[config.mk]
export PLATFORM = sky130hd
export DESIGN_NAME = pipe_hilo_unit_flat
export DESIGN_NICKNAME = d
export VERILOG_FILES = /design/src/rtl/pipe_hilo_pkg.sv /design/src/rtl/pipe_hilo_if.sv /design/src/rtl/pipe_hilo_div.sv /design/src/rtl/pipe_hilo_unit.sv /design/src/flat_wrapper.sv
export SDC_FILE = /design/constraint.sdc
export NUM_CORES = 2
export LEC_CHECK = 0
export CORE_ASPECT_RATIO = 1.4
export CORE_UTILIZATION = 40
export CTS_BUF_LIST = sky130_fd_sc_hd__clkbuf_8
export DETAILED_ROUTE_END_ITERATION = 8
export SYNTH_ARGS = -nofsm -noshare
export SYNTH_HDL_FRONTEND = slang
export SYNTH_SLANG_ARGS = --single-unit
[constraint.sdc]
create_clock -name clk -period 12.05 [get_ports clk]
set_input_delay 2.41 -clock clk [delete_from_list [all_inputs] [get_ports clk]]
set_output_delay 2.41 -clock clk [all_outputs]
set_load 0.02 [all_outputs]
[src/rtl/pipe_hilo_pkg.sv]
`default_nettype none
// ============================================================================
// Module : pipe_hilo_pkg
// Brief  : Op/writeback codes, FSM state type and divide sign-fix helper for
//          the HI/LO unit.
// Rev    : 1.0  initial release
// ============================================================================
package pipe_hilo_pkg;

  localparam logic [3:0] OP_NOP   = 4'd0;
  localparam logic [3:0] OP_MULT  = 4'd1;
  localparam logic [3:0] OP_MULTU = 4'd2;
  localparam logic [3:0] OP_DIV   = 4'd3;
  localparam logic [3:0] OP_DIVU  = 4'd4;
  localparam logic [3:0] OP_MTHI  = 4'd5;
  localparam logic [3:0] OP_MTLO  = 4'd6;
  localparam logic [3:0] OP_MADD  = 4'd8;
  localparam logic [3:0] OP_MADDU = 4'd9;
  localparam logic [3:0] OP_MSUB  = 4'd10;
  localparam logic [3:0] OP_MSUBU = 4'd11;

  localparam logic [2:0] WB_ALU  = 3'd0;
  localparam logic [2:0] WB_LINK = 3'd2;
  localparam logic [2:0] WB_HI   = 3'd3;
  localparam logic [2:0] WB_LO   = 3'd4;

  localparam logic [1:0] MUL_SET = 2'd0;
  localparam logic [1:0] MUL_ADD = 2'd1;
  localparam logic [1:0] MUL_SUB = 2'd2;

  // Widest DATA_W the sign-fix helper supports.
  localparam int MAX_W = 64;

  typedef enum logic [1:0] {
    ST_IDLE = 2'd0,
    ST_MUL  = 2'd1,
    ST_DIV  = 2'd2,
    ST_FIX  = 2'd3
  } state_t;

  function automatic logic [MAX_W-1:0] fix_sign(input logic [MAX_W-1:0] i_mag,
                                                input logic             i_neg);
    return i_neg ? (~i_mag + 1'b1) : i_mag;
  endfunction

endpackage
`default_nettype wire

[src/rtl/pipe_hilo_if.sv]
`default_nettype none
// ============================================================================
// Module : pipe_hilo_if
// Brief  : EX/MEM-side bus of the HI/LO unit (ops, operands, writeback, status).
// Rev    : 1.0  initial release
// ============================================================================
interface pipe_hilo_if #(
  parameter int DATA_W = 32
) ();
  logic              op_valid;
  logic [3:0]        op;
  logic [DATA_W-1:0] src_a;
  logic [DATA_W-1:0] src_b;
  logic [2:0]        ex_mem_wb_sel;
  logic [DATA_W-1:0] alu_result;
  logic [DATA_W-1:0] pc;
  logic              mem_wb_sel;
  logic [DATA_W-1:0] mem_data;
  logic [DATA_W-1:0] ex_mem_wb_data;
  logic [DATA_W-1:0] mem_wb_data;
  logic              busy;
  logic              stall;
  logic [DATA_W-1:0] hi_out;
  logic [DATA_W-1:0] lo_out;

  modport master (
    output op_valid, op, src_a, src_b, ex_mem_wb_sel, alu_result, pc,
           mem_wb_sel, mem_data,
    input  ex_mem_wb_data, mem_wb_data, busy, stall, hi_out, lo_out
  );

  modport slave (
    input  op_valid, op, src_a, src_b, ex_mem_wb_sel, alu_result, pc,
           mem_wb_sel, mem_data,
    output ex_mem_wb_data, mem_wb_data, busy, stall, hi_out, lo_out
  );
endinterface
`default_nettype wire

[src/rtl/pipe_hilo_div.sv]
`default_nettype none
// ============================================================================
// Module : pipe_hilo_div
// Brief  : Iterative restoring divider, one quotient bit per cycle, with
//          signed fix-up and divide-by-zero result applied on the outputs.
// Rev    : 1.0  initial release
// ============================================================================
module pipe_hilo_div
  import pipe_hilo_pkg::*;
#(
  parameter int DATA_W = 32
) (
  input  wire logic              clk,
  input  wire logic              reset,
  input  wire logic              i_start,
  input  wire logic [DATA_W-1:0] i_dividend,
  input  wire logic [DATA_W-1:0] i_divisor,
  input  wire logic              i_signed,
  output logic                   o_done,
  output logic [DATA_W-1:0]      o_quotient,
  output logic [DATA_W-1:0]      o_remainder
);

  localparam int CNT_W = $clog2(DATA_W + 1);

  logic              r_run;
  logic [CNT_W-1:0]  r_cnt;
  logic [DATA_W-1:0] r_quo;
  logic [DATA_W-1:0] r_rem;
  logic [DATA_W-1:0] r_dvs;
  logic [DATA_W-1:0] r_raw_a;
  logic              r_q_neg;
  logic              r_r_neg;
  logic              r_dz;

  logic              w_a_neg;
  logic              w_b_neg;
  logic [DATA_W:0]   w_shift;
  logic [DATA_W:0]   w_diff;

  assign w_a_neg = i_signed & i_dividend[DATA_W-1];
  assign w_b_neg = i_signed & i_divisor[DATA_W-1];
  // Dividend bits shift out of r_quo into the remainder as quotient bits shift in.
  assign w_shift = {r_rem, r_quo[DATA_W-1]};
  assign w_diff  = w_shift - {1'b0, r_dvs};

  always_ff @(posedge clk or negedge reset) begin
    if (!reset) begin
      r_run   <= 1'b0;
      r_cnt   <= '0;
      r_quo   <= '0;
      r_rem   <= '0;
      r_dvs   <= '0;
      r_raw_a <= '0;
      r_q_neg <= 1'b0;
      r_r_neg <= 1'b0;
      r_dz    <= 1'b0;
    end else if (i_start) begin
      r_run   <= 1'b1;
      r_cnt   <= CNT_W'(DATA_W - 1);
      r_quo   <= w_a_neg ? (~i_dividend + 1'b1) : i_dividend;
      r_dvs   <= w_b_neg ? (~i_divisor + 1'b1) : i_divisor;
      r_rem   <= '0;
      r_raw_a <= i_dividend;
      r_q_neg <= w_a_neg ^ w_b_neg;
      r_r_neg <= w_a_neg;
      r_dz    <= (i_divisor == '0);
    end else if (r_run) begin
      if (!w_diff[DATA_W]) begin
        r_rem <= w_diff[DATA_W-1:0];
        r_quo <= {r_quo[DATA_W-2:0], 1'b1};
      end else begin
        r_rem <= w_shift[DATA_W-1:0];
        r_quo <= {r_quo[DATA_W-2:0], 1'b0};
      end
      if (r_cnt == '0) begin
        r_run <= 1'b0;
      end else begin
        r_cnt <= r_cnt - 1'b1;
      end
    end
  end

  assign o_done      = r_run & (r_cnt == '0);
  assign o_quotient  = r_dz ? '1      : DATA_W'(fix_sign(MAX_W'(r_quo), r_q_neg));
  assign o_remainder = r_dz ? r_raw_a : DATA_W'(fix_sign(MAX_W'(r_rem), r_r_neg));

endmodule
`default_nettype wire

[src/rtl/pipe_hilo_unit.sv]
`default_nettype none
// ============================================================================
// Module : pipe_hilo_unit
// Brief  : HI/LO registers, multi-cycle mul/div engine, EX/MEM and MEM/WB
//          writeback muxes, and HI/LO hazard stall.
//          Optional: define HILO_MADD_EN to enable MADD/MADDU/MSUB/MSUBU.
// Rev    : 1.0  initial release
// ============================================================================
module pipe_hilo_unit
  import pipe_hilo_pkg::*;
#(
  parameter int DATA_W   = 32,
  parameter int MUL_LAT  = 3,
  parameter int LINK_OFS = 8
) (
  input wire logic   clk,
  input wire logic   reset,
  pipe_hilo_if.slave bus
);

  localparam int CNT_W = $clog2(MUL_LAT + 1);
  localparam int W2    = 2 * DATA_W;

  state_t            r_state;
  state_t            w_state_nxt;
  logic [DATA_W-1:0] r_hi;
  logic [DATA_W-1:0] r_lo;
  logic [DATA_W-1:0] r_mem_wb;
  logic [DATA_W-1:0] r_mul_a;
  logic [DATA_W-1:0] r_mul_b;
  logic              r_mul_sgn;
  logic [1:0]        r_mul_mode;
  logic [CNT_W-1:0]  r_cnt;

  logic              w_accept;
  logic              w_is_hilo_op;
  logic              w_is_mul;
  logic              w_is_div;
  logic              w_op_sgn;
  logic [1:0]        w_op_mode;
  logic              w_div_start;
  logic              w_div_done;
  logic [DATA_W-1:0] w_div_q;
  logic [DATA_W-1:0] w_div_r;
  logic [W2-1:0]     w_mul_ea;
  logic [W2-1:0]     w_mul_eb;
  logic [W2-1:0]     w_prod;
  logic [W2-1:0]     w_mul_res;
  logic [DATA_W-1:0] w_ex_wb;
  logic              w_busy;

  always_comb begin
    w_is_hilo_op = 1'b0;
    w_is_mul     = 1'b0;
    w_is_div     = 1'b0;
    w_op_sgn     = 1'b0;
    w_op_mode    = MUL_SET;
    case (bus.op)
      OP_MULT:  begin w_is_hilo_op = 1'b1; w_is_mul = 1'b1; w_op_sgn = 1'b1; end
      OP_MULTU: begin w_is_hilo_op = 1'b1; w_is_mul = 1'b1; end
      OP_DIV:   begin w_is_hilo_op = 1'b1; w_is_div = 1'b1; w_op_sgn = 1'b1; end
      OP_DIVU:  begin w_is_hilo_op = 1'b1; w_is_div = 1'b1; end
      OP_MTHI, OP_MTLO: w_is_hilo_op = 1'b1;
`ifdef HILO_MADD_EN
      OP_MADD:  begin w_is_hilo_op = 1'b1; w_is_mul = 1'b1; w_op_sgn = 1'b1; w_op_mode = MUL_ADD; end
      OP_MADDU: begin w_is_hilo_op = 1'b1; w_is_mul = 1'b1; w_op_mode = MUL_ADD; end
      OP_MSUB:  begin w_is_hilo_op = 1'b1; w_is_mul = 1'b1; w_op_sgn = 1'b1; w_op_mode = MUL_SUB; end
      OP_MSUBU: begin w_is_hilo_op = 1'b1; w_is_mul = 1'b1; w_op_mode = MUL_SUB; end
`endif
      default: ;
    endcase
  end

  assign w_accept = bus.op_valid && (r_state == ST_IDLE);

  always_comb begin
    w_state_nxt = r_state;
    w_div_start = 1'b0;
    case (r_state)
      ST_IDLE: begin
        if (w_accept && w_is_mul) begin
          w_state_nxt = ST_MUL;
        end else if (w_accept && w_is_div) begin
          w_state_nxt = ST_DIV;
          w_div_start = 1'b1;
        end
      end
      ST_MUL:  if (r_cnt == '0) w_state_nxt = ST_IDLE;
      ST_DIV:  if (w_div_done) w_state_nxt = ST_FIX;
      ST_FIX:  w_state_nxt = ST_IDLE;
      default: w_state_nxt = ST_IDLE;
    endcase
  end

  // Sign-extending to 2*DATA_W makes the truncated product correct for both signednesses.
  assign w_mul_ea = {{DATA_W{r_mul_sgn & r_mul_a[DATA_W-1]}}, r_mul_a};
  assign w_mul_eb = {{DATA_W{r_mul_sgn & r_mul_b[DATA_W-1]}}, r_mul_b};
  assign w_prod   = w_mul_ea * w_mul_eb;

  always_comb begin
    case (r_mul_mode)
      MUL_ADD: w_mul_res = {r_hi, r_lo} + w_prod;
      MUL_SUB: w_mul_res = {r_hi, r_lo} - w_prod;
      default: w_mul_res = w_prod;
    endcase
  end

  always_ff @(posedge clk or negedge reset) begin
    if (!reset) begin
      r_state    <= ST_IDLE;
      r_hi       <= '0;
      r_lo       <= '0;
      r_mem_wb   <= '0;
      r_mul_a    <= '0;
      r_mul_b    <= '0;
      r_mul_sgn  <= 1'b0;
      r_mul_mode <= MUL_SET;
      r_cnt      <= '0;
    end else begin
      r_state  <= w_state_nxt;
      r_mem_wb <= w_ex_wb;
      if (w_accept) begin
        if (bus.op == OP_MTHI) r_hi <= bus.src_a;
        if (bus.op == OP_MTLO) r_lo <= bus.src_a;
        if (w_is_mul) begin
          r_mul_a    <= bus.src_a;
          r_mul_b    <= bus.src_b;
          r_mul_sgn  <= w_op_sgn;
          r_mul_mode <= w_op_mode;
          r_cnt      <= CNT_W'(MUL_LAT - 1);
        end
      end
      if (r_state == ST_MUL) begin
        if (r_cnt == '0) begin
          {r_hi, r_lo} <= w_mul_res;
        end else begin
          r_cnt <= r_cnt - 1'b1;
        end
      end
      if (r_state == ST_FIX) begin
        r_lo <= w_div_q;
        r_hi <= w_div_r;
      end
    end
  end

  pipe_hilo_div #(
    .DATA_W (DATA_W)
  ) u_div (
    .clk         (clk),
    .reset       (reset),
    .i_start     (w_div_start),
    .i_dividend  (bus.src_a),
    .i_divisor   (bus.src_b),
    .i_signed    (w_op_sgn),
    .o_done      (w_div_done),
    .o_quotient  (w_div_q),
    .o_remainder (w_div_r)
  );

  always_comb begin
    case (bus.ex_mem_wb_sel)
      WB_ALU:  w_ex_wb = bus.alu_result;
      WB_LINK: w_ex_wb = bus.pc + DATA_W'(LINK_OFS);
      WB_HI:   w_ex_wb = r_hi;
      WB_LO:   w_ex_wb = r_lo;
      default: w_ex_wb = '0;
    endcase
  end

  assign w_busy             = (r_state != ST_IDLE);
  assign bus.busy           = w_busy;
  assign bus.stall          = w_busy & ((bus.op_valid & w_is_hilo_op) |
                                        (bus.ex_mem_wb_sel == WB_HI) |
                                        (bus.ex_mem_wb_sel == WB_LO));
  assign bus.ex_mem_wb_data = w_ex_wb;
  assign bus.mem_wb_data    = bus.mem_wb_sel ? bus.mem_data : r_mem_wb;
  assign bus.hi_out         = r_hi;
  assign bus.lo_out         = r_lo;

endmodule
`default_nettype wire

[src/flat_wrapper.sv]
// flat-port wrapper written by rule: the top's interface ports become plain ports
module pipe_hilo_unit_flat import pipe_hilo_pkg::*;
#(
  parameter int DATA_W   = 32,
  parameter int MUL_LAT  = 3,
  parameter int LINK_OFS = 8
)
  (clk, reset, bus_op_valid, bus_op, bus_src_a, bus_src_b, bus_ex_mem_wb_sel, bus_alu_result, bus_pc, bus_mem_wb_sel, bus_mem_data, bus_ex_mem_wb_data, bus_mem_wb_data, bus_busy, bus_stall, bus_hi_out, bus_lo_out);
  pipe_hilo_if #(.DATA_W(DATA_W)) bus_i ();
  input wire logic clk;
  input wire logic reset;
  input wire logic [$bits(bus_i.op_valid)-1:0] bus_op_valid;
  input wire logic [$bits(bus_i.op)-1:0] bus_op;
  input wire logic [$bits(bus_i.src_a)-1:0] bus_src_a;
  input wire logic [$bits(bus_i.src_b)-1:0] bus_src_b;
  input wire logic [$bits(bus_i.ex_mem_wb_sel)-1:0] bus_ex_mem_wb_sel;
  input wire logic [$bits(bus_i.alu_result)-1:0] bus_alu_result;
  input wire logic [$bits(bus_i.pc)-1:0] bus_pc;
  input wire logic [$bits(bus_i.mem_wb_sel)-1:0] bus_mem_wb_sel;
  input wire logic [$bits(bus_i.mem_data)-1:0] bus_mem_data;
  output wire logic [$bits(bus_i.ex_mem_wb_data)-1:0] bus_ex_mem_wb_data;
  output wire logic [$bits(bus_i.mem_wb_data)-1:0] bus_mem_wb_data;
  output wire logic [$bits(bus_i.busy)-1:0] bus_busy;
  output wire logic [$bits(bus_i.stall)-1:0] bus_stall;
  output wire logic [$bits(bus_i.hi_out)-1:0] bus_hi_out;
  output wire logic [$bits(bus_i.lo_out)-1:0] bus_lo_out;
  assign bus_i.op_valid = bus_op_valid;
  assign bus_i.op = bus_op;
  assign bus_i.src_a = bus_src_a;
  assign bus_i.src_b = bus_src_b;
  assign bus_i.ex_mem_wb_sel = bus_ex_mem_wb_sel;
  assign bus_i.alu_result = bus_alu_result;
  assign bus_i.pc = bus_pc;
  assign bus_i.mem_wb_sel = bus_mem_wb_sel;
  assign bus_i.mem_data = bus_mem_data;
  assign bus_ex_mem_wb_data = bus_i.ex_mem_wb_data;
  assign bus_mem_wb_data = bus_i.mem_wb_data;
  assign bus_busy = bus_i.busy;
  assign bus_stall = bus_i.stall;
  assign bus_hi_out = bus_i.hi_out;
  assign bus_lo_out = bus_i.lo_out;
  pipe_hilo_unit #(.DATA_W(DATA_W), .MUL_LAT(MUL_LAT), .LINK_OFS(LINK_OFS)) u_core (.clk(clk), .reset(reset), .bus(bus_i));
endmodule
==> key figures <==
Run status
  • Outcome: complete, no violations

Synthesis
  • Synth Register Bits: 303
  • Post-synthesis sequential area ratio: 13.3%
  • Mapped cell area: between 0.05 and 0.06 sq mm
  • Post-synth EDFFs: 0
  • Synth Flop Type: dfrtp_1
  • Post-synth cell types: 74
  • Syn Inst Count: 6277
  • Top-area cell type share of the netlist area: 39.6%
  • Synth Area per Inst: 9.06 sq um
  • Fraction of registers with async set or reset after synthesis: 100%
  • Synth top area cells: fa_1, dfrtp_1, inv_1
  • Yosys warning total: 0
  • Syn Nets: just under 8000
  • Leading area contributor after synthesis: fa_1

Clock network
  • H-tree Lvls: 2
  • CTS-repair resized insts: 0
  • CTS buffer count: 50
  • # hold bufs at CTS: 0
  • Insertion delay of the later-clocked pin in the worst-skew pair: around 0.67 ns
  • Clock root buffer: clkbuf_8
  • Setup repair bufs after CTS: 0
  • CTS Buffer Depth: 3
  • Clock sink count: just over 300
  • Clock-pin slew on the worst setup and hold paths: 0.07 ns
  • CTS tree: yes

Worst setup path
  • CP peak stage delay: 0.93 ns
  • CP Launch Type: flop
  • CP startpoint: u_core.r_mul_sgn
  • RR Startpoint: u_core.r_mul_sgn
  • Cell repeated most along the worst path: fa_1
  • Family with the most delay on the worst path: adder cells
  • Buf/Inv on CP: 7
  • Critical setup path kind: flop to flop
  • WP data arrival: 10.17 ns
  • Setup crit end kind: flop
  • Critical-path top delay cell: fa_1
  • WP data required: 12.55 ns
  • Max FO, Critical Path: 23

Cells and area
  • Share of cells above drive strength 1: 5.59%
  • Commonest non-fill, non-tap cell in the layout: inv_1
  • Area Growth Syn to Fin: 10.4%
  • Most frequent cells in the layout: inv_1, fa_1, nand2_1
  • Final net count: 7907
  • # fillers: 13700
  • Post-route insts no fill: 8301
  • Post-route cell area: 0.0628 sq mm

Placed design
  • HPWL Detailed: 156000 um
  • Buffers on Ports: 300
  • Cell area after placement: 0.0617 sq mm
  • Placed Cells: 8204
  • GPL Wtd Cong: 0.985
  • Worst slack, placed: 2.52 ns

STA
  • Setup-failing EPs final: 0
  • Fmax: 0.103 GHz
  • RSZ-0062 raised after global routing: no
  • Final period util: 80.2%
  • Layout Skew: 0.0325 ns
  • Final hold vios: 0
  • Fin Setup TNS: 0 ns
  • Crit path time final: 9.67 ns
  • Slew at the pin closest to its max-slew limit: 1.23 ns
  • Max Slew Vio Count: 0
  • Final worst setup slack: 2.38 ns
  • Slew margin rel.: 17.4%

Global route
  • Gr usage total: 28.5%
  • First-pass GRT wire length: 305000 um
  • Largest net degree at the start of global routing: 153
  • Initial antenna violation count: 13
  • Total gr overflow: 0
  • Vias in the first global route: 48900

Floorplanning
  • Die area: 0.144 sq mm
  • Row count: 163
  • Starting Density: around two fifths
  • DIE WIDTH: 321 um
  • Die Y: 448 um
  • I/O pin count: 301
  • Core area: 0.141 sq mm

Drt
  • DRC: 0
  • Via count: roughly 45000
  • Detailed Route WL: 202000 um
  • Avg WL per Cell: 24.3 um
  • Drt pass-1 iters: 6
  • Avg Vias per Cell: 5.44
  • Initial drt markers: roughly 3300
  • Post-route ant nets: 0

Worst hold path
  • Hold Path Class: flop to flop
  • Worst Min Path Start: u_core.u_div.r_raw_a[4]

Job
  • Max Cap Violations: 0
-- cell type report --
type / count / area, sq um / share of cell area, %
Antenna cell: 5 / 12.5 / 0.0199
Clock buffer: 64 / 881 / 1.40
Clock inverter: 28 / 186 / 0.297
Inverter: 1173 / 4400 / 7.02
Multi-Input combinational cell: 4429 / 43500 / 69.3
Sequential cell: 303 / 7610 / 12.1
Tap cell: 1897 / 2370 / 3.78
Timing Repair Buffer: 402 / 3780 / 6.02
-- routing by layer --
| metal | wire length, um | up-vias | GRT usage, % | part of all wire [%] |
|---|---|---|---|---|
| li1 | - | 19400 | - | - |
| met1 | 72500 | 23200 | 32.3 | 36 |
| met2 | 101000 | 1970 | 50.2 | 50 |
| met3 | 13000 | 609 | 3.82 | 6.4 |
| met4 | 15700 | 0 | 18.8 | 7.8 |
| met5 | 0 | - | 0 | 0 |
-- per-stage QoR --
| step | hold WS, ns | util [%] |
|---|---|---|
| 2_1_floorplan | 0.440 | - |
| 3_3_place_gp | 0.459 | 43.8 |
| 3_5_place_dp | 0.463 | 43.8 |
| 4_1_cts | 0.478 | 44.5 |
| 5_1_grt | 0.502 | 44.5 |
| 6_report | 0.477 | 44.5 |
-- path summary, 6_finish.rpt --
kind,to,slack [ns],depth (start not counted)
max reg2reg,u_core.bus.hi_out[31],2.38,28
min,u_core.u_div.r_raw_a[4],0.48,2
max,u_core.bus.hi_out[31],2.38,28
min reg2reg,u_core.u_div.r_raw_a[4],0.48,2
max in group asynchronous,u_core.r_mul_a[9],7.90,3
min in group asynchronous,u_core.u_div.r_rem[22],1.76,1
-- synth_stat cells, types with 27 or more instances --
cell type     n
inv_1      1173
fa_1       1126
nand2_1     992
and2_1      371
clkbuf_1    353
dfrtp_1     303
ha_1        251
a21oi_1     212
nor2_1      198
o21ai_0     197
mux2i_1     149
xnor2_1     123
xor2_1      118
mux2_2      104
a211oi_1     47
nand3_1      44
nor3_1       44
a21o_1       40
o31ai_1      36
and3_1       33
o221ai_1     27
-- sequential cells by signal, summed over array words and instances, names as in the netlist, named ones only --
signal                flops
u_core.bus.hi_out        32
u_core.bus.lo_out        32
u_core.r_cnt              1
u_core.r_mem_wb          32
u_core.r_mul_a           32
u_core.r_mul_b           32
u_core.r_mul_sgn          1
u_core.r_state            2
u_core.u_div.r_cnt        6
u_core.u_div.r_dvs       32
u_core.u_div.r_dz         1
u_core.u_div.r_q_neg      1
u_core.u_div.r_quo       32
u_core.u_div.r_r_neg      1
u_core.u_div.r_raw_a     32
u_core.u_div.r_rem       32
u_core.u_div.r_run        1
-- kinds of logic after synthesis --
kind of cell               Yosys count  share of synthesized area [%]
and+or+nand+nor                   1852                           15.2
buffers and inverters             1545                           10.2
adders and majority gates         1377                           45.2
AOI/OAI and AO/OA                  706                           7.70
DFF                                303                           13.3
muxes                              253                           4.68
xor gates and xnor gates           241                           3.71
-- worst reg2reg max path, delay by kind of cell, from the launching register on --
kind | cells | cell delay, ns
AOI/OAI and AO/OA | 8 | 1.55
DFF | 1 | 0.88
and+or+nand+nor | 3 | 0.99
buffers and inverters | 7 | 1.17
muxes | 1 | 0.20
adders and majority gates | 9 | 4.76
Power is not shown: default switching activity piles up to over one toggle a cycle in this logic, so the estimate is an artifact.
